`src/rtl/ibuf_pingpong_scheduler.sv`:
```
// Ping-pong input-bank tile scheduler: tracks bank fill status and walks
// one tile at a time through the input-buffer-to-PE controller.
module ibuf_pingpong_scheduler #(
    parameter int TILE_CNT_W = 8,
    parameter int FILL_CNT_W = 4
) (
    input  logic                  clk,
    input  logic                  Ibuf_Sched_rst,
    input  logic                  layer_start,
    input  logic [TILE_CNT_W-1:0] total_tiles,
    input  logic [FILL_CNT_W-1:0] tiles_per_fill,
    input  logic                  load_done_A,
    input  logic                  load_done_B,
    input  logic                  obuf_ready,
    input  logic                  On_to_PE_finish,
    output logic                  Input_Buffer_to_PE_Ctrl_rst,
    output logic                  start_A,
    output logic                  start_B,
    output logic                  ibuf_rd_A,
    output logic                  ibuf_rd_B,
    output logic                  On_to_PE_buffer_sel,
    output logic                  Reload,
    output logic                  bank_full_A,
    output logic                  bank_full_B,
    output logic                  bank_free_A,
    output logic                  bank_free_B,
    output logic                  tile_done,
    output logic [TILE_CNT_W-1:0] tile_index,
    output logic                  layer_done,
    output logic                  busy,
    output logic                  ovf_err
);

    typedef enum logic [2:0] {
        IDLE,
        WAIT_BANK,
        CTRL_RST,
        RUN,
        TILE_END
    } state_t;

    state_t state, state_nxt;

    logic                  sel;
    logic [FILL_CNT_W-1:0] fill_cnt;
    logic [FILL_CNT_W-1:0] per_fill;
    logic [TILE_CNT_W-1:0] total_r;
    logic [TILE_CNT_W-1:0] tile_cnt;
    logic                  full_a;
    logic                  full_b;
    logic                  ovf;
    logic                  done_r;

    logic [TILE_CNT_W-1:0] tile_nxt;
    logic [FILL_CNT_W-1:0] fill_nxt;
    logic                  last_tile;
    logic                  release_bank;
    logic                  clr_a;
    logic                  clr_b;
    logic                  sel_ready;
    logic                  in_tile;

    assign tile_nxt     = tile_cnt + 1'b1;
    assign fill_nxt     = fill_cnt + 1'b1;
    assign last_tile    = (tile_nxt == total_r);
    assign release_bank = (state == TILE_END) &&
                          ((fill_nxt == per_fill) || last_tile);
    assign clr_a        = release_bank && !sel;
    assign clr_b        = release_bank && sel;
    assign in_tile      = (state == CTRL_RST) || (state == RUN) ||
                          (state == TILE_END);

    // A load landing this cycle counts as ready so CTRL_RST follows at once
    assign sel_ready = sel ? (full_b || load_done_B)
                           : (full_a || load_done_A);

    always_ff @(posedge clk) begin
        if (Ibuf_Sched_rst) begin
            state <= IDLE;
        end else begin
            state <= state_nxt;
        end
    end

    always_comb begin
        state_nxt = state;
        unique case (state)
            IDLE: begin
                if (layer_start && (total_tiles != '0)) begin
                    state_nxt = WAIT_BANK;
                end
            end
            WAIT_BANK: begin
                if (sel_ready && obuf_ready) begin
                    state_nxt = CTRL_RST;
                end
            end
            CTRL_RST: state_nxt = RUN;
            RUN: begin
                if (On_to_PE_finish) begin
                    state_nxt = TILE_END;
                end
            end
            TILE_END: state_nxt = last_tile ? IDLE : WAIT_BANK;
            default:  state_nxt = IDLE;
        endcase
    end

    always_ff @(posedge clk) begin
        if (Ibuf_Sched_rst) begin
            sel      <= 1'b0;
            fill_cnt <= '0;
            per_fill <= '0;
            total_r  <= '0;
            tile_cnt <= '0;
            done_r   <= 1'b0;
        end else begin
            if ((state == IDLE) && layer_start) begin
                total_r  <= total_tiles;
                per_fill <= (tiles_per_fill == '0) ? FILL_CNT_W'(1)
                                                   : tiles_per_fill;
                tile_cnt <= '0;
                fill_cnt <= '0;
                sel      <= 1'b0;
                done_r   <= (total_tiles == '0);
            end
            if (state == TILE_END) begin
                tile_cnt <= tile_nxt;
                fill_cnt <= release_bank ? '0 : fill_nxt;
                if (release_bank) begin
                    sel <= ~sel;
                end
                if (last_tile) begin
                    done_r <= 1'b1;
                end
            end
        end
    end

    // A fresh load coinciding with the release wins over the clear
    always_ff @(posedge clk) begin
        if (Ibuf_Sched_rst) begin
            full_a <= 1'b0;
            full_b <= 1'b0;
            ovf    <= 1'b0;
        end else begin
            if (load_done_A) begin
                full_a <= 1'b1;
                if (full_a && !clr_a) begin
                    ovf <= 1'b1;
                end
            end else if (clr_a) begin
                full_a <= 1'b0;
            end
            if (load_done_B) begin
                full_b <= 1'b1;
                if (full_b && !clr_b) begin
                    ovf <= 1'b1;
                end
            end else if (clr_b) begin
                full_b <= 1'b0;
            end
        end
    end

    assign Input_Buffer_to_PE_Ctrl_rst = (state != RUN);
    assign start_A             = (state == RUN) && !sel;
    assign start_B             = (state == RUN) && sel;
    assign ibuf_rd_A           = (state == RUN) && !sel;
    assign ibuf_rd_B           = (state == RUN) && sel;
    assign On_to_PE_buffer_sel = sel;
    assign Reload              = in_tile && (fill_cnt == '0);
    assign bank_full_A         = full_a;
    assign bank_full_B         = full_b;
    assign bank_free_A         = clr_a;
    assign bank_free_B         = clr_b;
    assign tile_done           = (state == TILE_END);
    assign tile_index          = tile_cnt;
    assign layer_done          = done_r;
    assign busy                = (state != IDLE);
    assign ovf_err             = ovf;

endmodule

```
`config.mk`:
```
export PLATFORM = sky130hd
export DESIGN_NAME = ibuf_pingpong_scheduler
export DESIGN_NICKNAME = d
export VERILOG_FILES = /design/src/rtl/ibuf_pingpong_scheduler.sv
export SDC_FILE = /design/constraint.sdc
export NUM_CORES = 1
export LEC_CHECK = 0
export CORE_MARGIN = 4
export CORE_UTILIZATION = 44
export CTS_CLUSTER_SIZE = 25
export DETAILED_ROUTE_END_ITERATION = 8
export GPL_TIMING_DRIVEN = 0
export PLACE_DENSITY = 0.83
export SLEW_MARGIN = 0
export SYNTH_ARGS = -nofsm -noshare
export SYNTH_HDL_FRONTEND = slang
export SYNTH_SLANG_ARGS = --single-unit
```
`constraint.sdc`:
```
create_clock -name clk -period 2.33 [get_ports clk]
set_input_delay 0.466 -clock clk [delete_from_list [all_inputs] [get_ports clk]]
set_output_delay 0.466 -clock clk [all_outputs]
set_load 0.01 [all_outputs]
```
# Word level (Yosys, flattened, before mapping)
# Cells that the tools add are included.
totals:
  wordCells: 78
  output_inout_bits: 23
  ff_bits: 32
  input_bits: 19
classes:
  eq_ne: 10
  bitwise_logic: 1
  n_addsub: 2
  reduce_logical: 29
  muxes: 26
ops:
  columns: ["operator", "n"]
  rows:
  - ["1-bit 2-to-1 mux", 16]
  - ["4-bit 2-to-1 mux", 4]
  - ["8-bit 2-to-1 mux", 2]
  - ["3-bit case mux with 5 select lines", 1]
  - ["1-bit logical AND", 11]
  - ["3-bit 2-to-1 mux", 3]
  - ["8-bit by 1-bit adder with 8-bit output (second input constant)", 1]
  - ["8-bit equality test", 1]
  - ["4-bit logical NOT", 2]
  - ["8-bit logical NOT", 1]
  - ["8-bit nonzero test", 1]
  - ["3-bit by 2-bit equality test with 1-bit output (second input constant)", 2]
  - ["2-bit inequality test (second input constant)", 3]
  - ["2-bit nonzero test", 3]
  - ["1-bit logical OR", 5]
  - ["4-bit by 1-bit adder with 4-bit output (second input constant)", 1]
  - ["4-bit equality test", 1]
  - ["3-bit by 1-bit equality test with 1-bit output (second input constant)", 1]
  - ["3-bit equality test (second input constant)", 1]
  - ["1-bit logical NOT", 3]
  - ["3-bit logical NOT", 1]
  - ["3-bit by 2-bit inequality test with 1-bit output (second input constant)", 1]
  - ["3-bit AND reduction", 1]
  - ["3-bit nonzero test", 1]
  - ["1-bit inverter", 1]

# Longest topological paths before layout
# Gate-level depths: netlist of run 1.
logic_depth:
  word_depth: 11
  ltp_mapped: 8
  ltp_nobuf: 8

# Least setup slack after synthesis of run 1
# Ideal clock, no wire load.
synth_path:
  path_type: "flip-flop to output port"
  start: "register tile_cnt[0], in the netlist tile_index[0]"
  end: "output bank_free_B"
  slack_ps: -118
  path_stages_with_launch: 9
  required_time_ps: 1864
  n_path_buf: 0
  t_arrival_ps: 1982
  cell_sequence: "dfxtp_1 > ha_1 > xor2_1 > a211oi_2 > o221ai_1 > nor4_1 > a21oi_2 > nor2_4 > and2_2"
synth_via:
  elab_chain_cells: 5
synth_rtl:
  columns: ["item", "line_no", "rtl"]
  rows:
  - ["from (decl)", "48", "logic [TILE_CNT_W-1:0] tile_cnt;"]
  - ["from (signal assigned)", "128", "tile_cnt <= tile_nxt;"]
  - ["8-bit by 1-bit adder with 8-bit output", "63", "assign tile_nxt = tile_cnt + 1'b1;"]
  - ["8-bit equality test", "65", "assign last_tile = (tile_nxt == total_r);"]
  - ["1-bit logical OR", "67", "((fill_nxt == per_fill) || last_tile);"]
  - ["1-bit logical AND", "66", "assign release_bank = (state == TILE_END) &&"]
  - ["1-bit logical AND", "69", "assign clr_b = release_bank && sel;"]
  - ["to (decl)", "26", "output logic bank_free_B,"]
# No other way between the ends.

# Final worst setup path of run 1
layout_path:
  start: "register tile_cnt[1], in the netlist tile_index[1]"
  end: "output bank_free_B"
# The elaborated chain is that of the path after synthesis.

==> run_summary.xml, run 1 <==
<?xml version="1.0" encoding="UTF-8"?>
<metrics>
  <group name="hold_path">
    <metric name="min-delay-path-class" unit="">flip-flop to flip-flop</metric>
    <metric name="hold_end" unit="">per_fill[1]</metric>
    <metric name="worst_hold_path_stage_count" unit="">2</metric>
    <metric name="hp-start" unit="">per_fill[1]</metric>
  </group>
  <group name="drt">
    <metric name="detailedRoute.firstPassIterationCount" unit="">4</metric>
    <metric name="avgRoutedWirePerCell" unit="µm">14.1</metric>
    <metric name="vias" unit="">1826</metric>
    <metric name="drtAntennaViolNets" unit="">0</metric>
    <metric name="vias_per_cell" unit="">5.58</metric>
    <metric name="wl" unit="µm">4620</metric>
    <metric name="dr.first_iter.drc_count" unit="">134</metric>
    <metric name="route.detailed.drc" unit="">0</metric>
  </group>
  <group name="global_routing">
    <metric name="globalRouteOverflowTotal" unit="">0</metric>
    <metric name="grt_util_all_layers" unit="%">19.1</metric>
    <metric name="grt_first_pass_wirelength" unit="µm">7770</metric>
    <metric name="grt_antenna_before_repair" unit="">0</metric>
    <metric name="number_of_global_route_vias_before_repair" unit="">1718</metric>
    <metric name="pin_count_of_the_biggest_net_entering_global_routing" unit="">14</metric>
  </group>
  <group name="logic_synthesis">
    <metric name="synth.most_common_cell" unit="">sky130_fd_sc_hd__nand2_1</metric>
    <metric name="synthesis.nets" unit="">248</metric>
    <metric name="netlist.top_cell.by_area" unit="">sky130_fd_sc_hd__dfxtp_1</metric>
    <metric name="ys_top_cells_by_area" unit="">sky130_fd_sc_hd__dfxtp_1 (36%), sky130_fd_sc_hd__nand2_1 (7.9%), sky130_fd_sc_hd__a21oi_1 (6.5%)</metric>
    <metric name="postSynthAreaPerCell" unit="µm²">7.82</metric>
    <metric name="ys_warn_count" unit="">0</metric>
    <metric name="synthArstFlopShare" unit="%">0</metric>
    <metric name="ys_ff_latch" unit="">32</metric>
    <metric name="synth.top_cells.by_count" unit="">sky130_fd_sc_hd__nand2_1 (37), sky130_fd_sc_hd__dfxtp_1 (32), sky130_fd_sc_hd__a21oi_1 (23), sky130_fd_sc_hd__nor2_1 (23), sky130_fd_sc_hd__nor3_1 (12)</metric>
    <metric name="synth_cells" unit="">226</metric>
    <metric name="synth_cell_types" unit="">50</metric>
    <metric name="syn_area" unit="µm²">1770</metric>
    <metric name="seq_area_frac_synth" unit="%">36.3</metric>
    <metric name="post-synth-top-area-fraction" unit="%">36.3</metric>
    <metric name="synthFlopType" unit="">sky130_fd_sc_hd__dfxtp_1</metric>
    <metric name="synth-edff-count" unit="">0</metric>
  </group>
  <group name="clock_network">
    <metric name="tritoncts_clock_tree" unit="">done</metric>
    <metric name="cts-hold-fix-buffers" unit="">0</metric>
    <metric name="cts-buffers-inserted" unit="">5</metric>
    <metric name="cts.htree.levels" unit="">2</metric>
    <metric name="cts.sink_count" unit="">32</metric>
    <metric name="cts_max_path_buffers" unit="">2</metric>
    <metric name="skew_pair_late_insertion_delay" unit="ns">0.29</metric>
    <metric name="clock_root_buffer_master" unit="">sky130_fd_sc_hd__clkbuf_8</metric>
    <metric name="clkTransAtPathRegs" unit="ns">0.07</metric>
  </group>
  <group name="pwr">
    <metric name="internal_power" unit="µW">983</metric>
    <metric name="power.share.switching" unit="%">25.5</metric>
    <metric name="switchingPower" unit="µW">336</metric>
    <metric name="power_frac_comb" unit="%">15.4</metric>
    <metric name="p_seq_share" unit="%">44.8</metric>
    <metric name="power.clock.fraction" unit="%">39.8</metric>
    <metric name="static-leakage-power" unit="µW">0.000888</metric>
    <metric name="vdd_ir_drop_max" unit="mV">0.312</metric>
    <metric name="cellPowerDensity" unit="nW/µm²">529</metric>
  </group>
  <group name="placement">
    <metric name="gp_congestion" unit="">0.916</metric>
    <metric name="dpl-instance-area" unit="µm²">2250</metric>
    <metric name="port-buffer-count" unit="">40</metric>
    <metric name="detailed_place_hpwl" unit="µm">3250</metric>
  </group>
  <group name="cells_and_area">
    <metric name="final_cell_area" unit="µm²">2490</metric>
    <metric name="area_used_by_sequential_logic_in_the_layout" unit="µm²">653</metric>
    <metric name="design.final.nets" unit="">300</metric>
    <metric name="drive_above_1_share" unit="%">16.8</metric>
    <metric name="area_growth_syn_to_layout" unit="%">41.0</metric>
    <metric name="fill_cells" unit="">330</metric>
    <metric name="multiInputGateArea" unit="µm²">1130</metric>
    <metric name="antenna_diode_count" unit="">0</metric>
  </group>
  <group name="timing">
    <metric name="timing.clock.skew" unit="ns">0.00366</metric>
    <metric name="layout_worst_path_cycle_share" unit="%">113</metric>
    <metric name="worstMarginPinSlew" unit="ns">0.591</metric>
    <metric name="final_critical_path_setup_slack" unit="ns">-0.305</metric>
    <metric name="final_hold_slack" unit="ns">0.471</metric>
    <metric name="setup_repair_after_global_routing_missed_its_margin" unit="">yes</metric>
    <metric name="max_freq" unit="MHz">380</metric>
    <metric name="finalHoldViolCount" unit="">0</metric>
    <metric name="slew-limit-headroom" unit="%">59.6</metric>
    <metric name="number_of_max_slew_violations_in_the_final_report" unit="">0</metric>
    <metric name="setup_viol" unit="">2</metric>
    <metric name="final_period_minus_worst_setup_slack" unit="ns">2.63</metric>
  </group>
  <group name="floorplan">
    <metric name="design.portCount" unit="">42</metric>
    <metric name="floorplan.initialDensity" unit="%">46.8</metric>
    <metric name="die_height" unit="µm">71.4</metric>
    <metric name="design.die.area" unit="µm²">5090</metric>
    <metric name="core-area" unit="µm²">3770</metric>
    <metric name="placement_rows" unit="">22</metric>
    <metric name="die_x" unit="µm">71.4</metric>
  </group>
  <group name="status">
    <metric name="outcome" unit="">finished with violations</metric>
    <metric name="violations" unit="">setup timing</metric>
  </group>
  <group name="flow_run">
    <metric name="timing.max_cap.violations" unit="">0</metric>
  </group>
  <group name="setup_path">
    <metric name="worst-r2r-setup-slack" unit="ns">0.16</metric>
    <metric name="startpoint_type" unit="">flip-flop</metric>
    <metric name="critical_path_class" unit="">flip-flop to output pin</metric>
    <metric name="cp-end-kind" unit="">output pin</metric>
    <metric name="r2r-end" unit="">On_to_PE_buffer_sel</metric>
    <metric name="crit-reg2reg-launch" unit="">tile_index[1]</metric>
    <metric name="worstPathMaxFanout" unit="">6</metric>
    <metric name="worst_ep_arrival_time" unit="ns">2.17</metric>
    <metric name="reg2reg_path_depth" unit="">10</metric>
    <metric name="critical_path_required" unit="ns">1.86</metric>
  </group>
</metrics>
-- state kept, by name, indices dropped and copies added, names as in the netlist --
register             flops
state                    3
ovf_err                  1
bank_full_A              1
layer_done               1
per_fill                 4
bank_full_B              1
On_to_PE_buffer_sel      1
total_r                  8
tile_index               8
fill_cnt                 4
-- through the flow --
step	setup slack, ns	power, µW	TNS [ns]	util, %	cells
after floorplan	0.0338	702	0	-	226
after global placement	-0.610	777	-1.14	59.6	314
after detailed placement	-0.634	782	-1.21	59.6	314
after CTS	-0.429	1310	-0.828	64.5	327
after global routing	-0.404	1370	-0.742	66.1	327
final	-0.305	1320	-0.549	66.1	327
-- worst max path at each step --
| stage | startpoint | end | slack, ns | depth (start not counted) |
|---|---|---|---|---|
| global route | tile_index[4] | bank_free_B | -0.40 | 8 |
| detailed placement | fill_cnt[0] | bank_free_B | -0.63 | 8 |
| finish | tile_index[1] | bank_free_B | -0.30 | 10 |
| CTS | tile_index[1] | bank_free_B | -0.43 | 9 |
| floorplan | tile_index[1] | bank_free_B | 0.03 | 8 |
| global placement | fill_cnt[0] | bank_free_B | -0.61 | 8 |
-- worst max-delay path, stage by stage, from the launching register on --
cell and delay (ns):
sky130_fd_sc_hd__dfxtp_4 0.36, sky130_fd_sc_hd__buf_6 0.11, sky130_fd_sc_hd__and2_4 0.18, sky130_fd_sc_hd__xnor2_4 0.12, sky130_fd_sc_hd__o32a_1 0.34, sky130_fd_sc_hd__o211ai_1 0.18
sky130_fd_sc_hd__buf_4 0.16, sky130_fd_sc_hd__a21oi_4 0.08, sky130_fd_sc_hd__nor2_4 0.10, sky130_fd_sc_hd__and2_4 0.15, sky130_fd_sc_hd__buf_6 0.09
-- final cells by class --
| cell class | count | area share (%) |
|---|---|---|
| Clock inverter | 2 | 1.41 |
| Sequential cell | 32 | 26.2 |
| Multi-Input combinational cell | 173 | 45.5 |
| Inverter | 8 | 1.26 |
| Clock buffer | 6 | 2.91 |
| Buffer | 11 | 2.16 |
| Timing Repair Buffer | 47 | 18.1 |
| Tap cell | 48 | 2.41 |
-- kinds of logic after synthesis --
family,share of synthesized area [%]
mux,0.850
simple gates,28.7
fa+ha+maj,2.12
buf+inv,5.59
flops,36.3
compound gates,19.6
xor+xnor,6.87
-- per-layer routing --
layer	track usage [%]	wire [µm]
met5	0	0
met4	7.31	64
met3	3.93	363
met2	33.4	2240
met1	22.7	1960
-- cell usage in the layout, fill, tap and decap left out, types with 2 or more instances in the layout --
master and count:
sky130_fd_sc_hd__o21ai_0 7, sky130_fd_sc_hd__nor3_1 11, sky130_fd_sc_hd__nand2_1 37, sky130_fd_sc_hd__a311oi_1 3, sky130_fd_sc_hd__nand3_1 6, sky130_fd_sc_hd__xnor2_4 2, sky130_fd_sc_hd__a22oi_1 2, sky130_fd_sc_hd__nor4_1 4
sky130_fd_sc_hd__buf_2 2, sky130_fd_sc_hd__or3_1 2, sky130_fd_sc_hd__a221oi_1 2, sky130_fd_sc_hd__o211ai_1 2, sky130_fd_sc_hd__xnor2_1 5, sky130_fd_sc_hd__buf_4 9, sky130_fd_sc_hd__and2_4 3, sky130_fd_sc_hd__clkinv_2 2
sky130_fd_sc_hd__buf_6 2, sky130_fd_sc_hd__nor2_1 23, sky130_fd_sc_hd__clkbuf_1 7, sky130_fd_sc_hd__clkbuf_8 5, sky130_fd_sc_hd__nor4_4 2, sky130_fd_sc_hd__nand4_1 2, sky130_fd_sc_hd__dfxtp_1 26, sky130_fd_sc_hd__dfxtp_4 2
sky130_fd_sc_hd__clkdlybuf4s50_1 37, sky130_fd_sc_hd__and2_1 2, sky130_fd_sc_hd__a211o_1 2, sky130_fd_sc_hd__ha_1 2, sky130_fd_sc_hd__xor2_1 5, sky130_fd_sc_hd__dfxtp_2 4, sky130_fd_sc_hd__inv_1 7, sky130_fd_sc_hd__nand2b_1 2
sky130_fd_sc_hd__a21oi_1 22, sky130_fd_sc_hd__nor3b_1 2
-- power groups by stage --
stage	Combinational, µW	Clock [µW]	Sequential, µW
after global routing	224	554	593
after global placement	175	0	602
final	204	525	590
after detailed placement	178	0	603
after floorplan	102	0	600
after CTS	191	530	589
-- repair_timing --
item / 4_1_cts / 5_1_grt
pin swaps: 6 / 9
endpoints found under the setup margin: 5 / 3
cloned: 0 / 0
buffers inserted: 6 / 1
resized for setup: 22 / 10
(Power assumes the default switching activity.)
==> run 2, diff against run 1 <==
HOLD_SLACK_MARGIN = 0.08   (was unset)
==> results of run 2 <==
No change in the layout: final DEF, timing and power equal those of run 1.
==> run 3, diff against run 2 <==
RECOVER_POWER = 50   (was unset)
==> run_summary.xml, run 3 (synthesis results as in run 1) <==
<?xml version="1.0" encoding="UTF-8"?>
<metrics>
  <group name="status">
    <metric name="outcome" unit="">finished with violations</metric>
    <metric name="violations" unit="">setup timing</metric>
  </group>
  <group name="setup_path">
    <metric name="critical_path_required" unit="ns">1.86</metric>
    <metric name="worstPathMaxFanout" unit="">6</metric>
    <metric name="crit_chain" unit="">buf_6 &gt; and2_4 &gt; xnor2_4 &gt; o32a_1 &gt; o211ai_1 &gt; buf_4 &gt; a21oi_4 &gt; nor2_4 &gt; and2_4 &gt; buf_6</metric>
    <metric name="crit_family" unit="">compound AO/OA/AOI/OAI gates</metric>
    <metric name="cp-end-kind" unit="">output pin</metric>
    <metric name="worst_ep_arrival_time" unit="ns">2.17</metric>
    <metric name="critical_path_class" unit="">flip-flop to output pin</metric>
    <metric name="cp_slowest_stage_delay" unit="ns">0.36</metric>
    <metric name="worstPathBufferInverterCount" unit="">3</metric>
    <metric name="startpoint_type" unit="">flip-flop</metric>
    <metric name="critPathSlowestCell" unit="">sky130_fd_sc_hd__dfxtp_4</metric>
    <metric name="worst-r2r-setup-slack" unit="ns">0.16</metric>
  </group>
  <group name="drt">
    <metric name="avgRoutedWirePerCell" unit="µm">14.1</metric>
    <metric name="drtAntennaViolNets" unit="">0</metric>
    <metric name="vias" unit="">1828</metric>
    <metric name="vias_per_cell" unit="">5.59</metric>
    <metric name="dr.first_iter.drc_count" unit="">134</metric>
    <metric name="detailedRoute.firstPassIterationCount" unit="">4</metric>
    <metric name="wl" unit="µm">4620</metric>
    <metric name="route.detailed.drc" unit="">0</metric>
  </group>
  <group name="clock_network">
    <metric name="clkTransAtPathRegs" unit="ns">0.07</metric>
    <metric name="cts_max_path_buffers" unit="">2</metric>
    <metric name="cts-buffers-inserted" unit="">5</metric>
    <metric name="tritoncts_clock_tree" unit="">done</metric>
    <metric name="cts-hold-fix-buffers" unit="">0</metric>
    <metric name="cts.sink_count" unit="">32</metric>
    <metric name="clock_root_buffer_master" unit="">sky130_fd_sc_hd__clkbuf_8</metric>
    <metric name="skew_pair_late_insertion_delay" unit="ns">0.29</metric>
    <metric name="cts.htree.levels" unit="">2</metric>
  </group>
  <group name="cells_and_area">
    <metric name="fill_cells" unit="">330</metric>
    <metric name="antenna_diode_count" unit="">0</metric>
    <metric name="layout.cells.most_common" unit="">sky130_fd_sc_hd__nand2_1</metric>
    <metric name="layout_common_cells" unit="">sky130_fd_sc_hd__nand2_1 (37), sky130_fd_sc_hd__clkdlybuf4s50_1 (30), sky130_fd_sc_hd__dfxtp_1 (26)</metric>
    <metric name="area_growth_syn_to_layout" unit="%">41.0</metric>
    <metric name="design.final.nets" unit="">300</metric>
    <metric name="drive_above_1_share" unit="%">16.8</metric>
  </group>
  <group name="global_routing">
    <metric name="globalRouteOverflowTotal" unit="">0</metric>
    <metric name="grt_util_all_layers" unit="%">19.1</metric>
    <metric name="grt_antenna_before_repair" unit="">0</metric>
    <metric name="number_of_global_route_vias_before_repair" unit="">1718</metric>
    <metric name="grt_first_pass_wirelength" unit="µm">7770</metric>
    <metric name="pin_count_of_the_biggest_net_entering_global_routing" unit="">14</metric>
  </group>
  <group name="timing">
    <metric name="final_hold_slack" unit="ns">0.471</metric>
    <metric name="final_critical_path_setup_slack" unit="ns">-0.305</metric>
    <metric name="setup_viol" unit="">2</metric>
    <metric name="slew-limit-headroom" unit="%">59.6</metric>
    <metric name="max_freq" unit="MHz">380</metric>
    <metric name="finalHoldViolCount" unit="">0</metric>
    <metric name="worstMarginPinSlew" unit="ns">0.591</metric>
    <metric name="number_of_max_slew_violations_in_the_final_report" unit="">0</metric>
    <metric name="setup_repair_after_global_routing_missed_its_margin" unit="">yes</metric>
    <metric name="timing.clock.skew" unit="ns">0.00379</metric>
    <metric name="final_period_minus_worst_setup_slack" unit="ns">2.63</metric>
    <metric name="setup-tns-final" unit="ns">-0.549</metric>
    <metric name="layout_worst_path_cycle_share" unit="%">113</metric>
  </group>
  <group name="floorplan">
    <metric name="core-area" unit="µm²">3770</metric>
    <metric name="die_height" unit="µm">71.4</metric>
    <metric name="design.die.area" unit="µm²">5090</metric>
    <metric name="die_x" unit="µm">71.4</metric>
    <metric name="floorplan.initialDensity" unit="%">46.8</metric>
    <metric name="placement_rows" unit="">22</metric>
    <metric name="design.portCount" unit="">42</metric>
  </group>
  <group name="placement">
    <metric name="gp_congestion" unit="">0.916</metric>
    <metric name="place_worst_setup_slack" unit="ns">-0.634</metric>
    <metric name="port-buffer-count" unit="">40</metric>
    <metric name="detailed_place_hpwl" unit="µm">3250</metric>
  </group>
  <group name="pwr">
    <metric name="cellPowerDensity" unit="nW/µm²">529</metric>
    <metric name="vdd_ir_drop_max" unit="mV">0.312</metric>
    <metric name="static-leakage-power" unit="µW">0.000907</metric>
  </group>
  <group name="flow_run">
    <metric name="timing.max_cap.violations" unit="">0</metric>
  </group>
  <group name="hold_path">
    <metric name="min-delay-path-class" unit="">flip-flop to flip-flop</metric>
  </group>
</metrics>
[run 3: cell types whose count changed in the layout (fill, tap and decap cells not counted), sizes merged]
cell,change
clkdlybuf4s50,-7
dlygate4sd3,+7
[run 3: cell type report]
| cell class | count | area, µm² | share of cell area (%) |
|---|---|---|---|
| Buffer | 11 | 53.8 | 2.16 |
| Clock buffer | 6 | 72.6 | 2.91 |
| Clock inverter | 2 | 35.0 | 1.41 |
| Tap cell | 48 | 60.1 | 2.41 |
| Multi-Input combinational cell | 173 | 1130 | 45.5 |
| Sequential cell | 32 | 653 | 26.2 |
| Inverter | 8 | 31.3 | 1.26 |
| Timing Repair Buffer | 47 | 452 | 18.1 |
[run 3: timing repair]
action	CTS	global route
setup endpoints to repair	5	3
pin swaps	6	9
setup buffers	6	1
resized for setup	22	10
[run 3: worst paths after layout]
| check | start | to | depth (start not counted) |
|---|---|---|---|
| setup reg to reg | tile_index[1] | On_to_PE_buffer_sel | 10 |
| hold reg to reg | per_fill[1] | per_fill[1] | 2 |
| hold / removal | per_fill[1] | per_fill[1] | 2 |
| setup / recovery | tile_index[1] | bank_free_B | 10 |
[run 3: through the flow]
stage,instance area [µm²],utilization (%),power (µW),instances
2_1_floorplan,1790,-,702,226
6_report,2490,66.1,1320,327
3_5_place_dp,2250,59.6,782,314
4_1_cts,2430,64.5,1310,327
5_1_grt,2490,66.1,1370,327
3_3_place_gp,2250,59.6,777,314
[run 3: metal layers]
| metal | vias up | share of wire [%] | global-route usage (%) |
|---|---|---|---|
| met3 | 8 | 7.5 | 3.93 |
| li1 | 900 | - | - |
| met4 | 0 | 1.4 | 7.31 |
| met2 | 66 | 48 | 33.4 |
| met1 | 854 | 43 | 22.7 |
| met5 | - | 0 | 0 |
[run 3: worst min-delay path, stage by stage (launching register included)]
cell and delay (ns):
sky130_fd_sc_hd__dfxtp_1 0.32, sky130_fd_sc_hd__nand2_1 0.05, sky130_fd_sc_hd__a21oi_1 0.05
[run 3: report_power, final]
part / switching, µW / internal, µW
Sequential: 23.0 / 567
Combinational: 105 / 97.5
Clock: 208 / 317
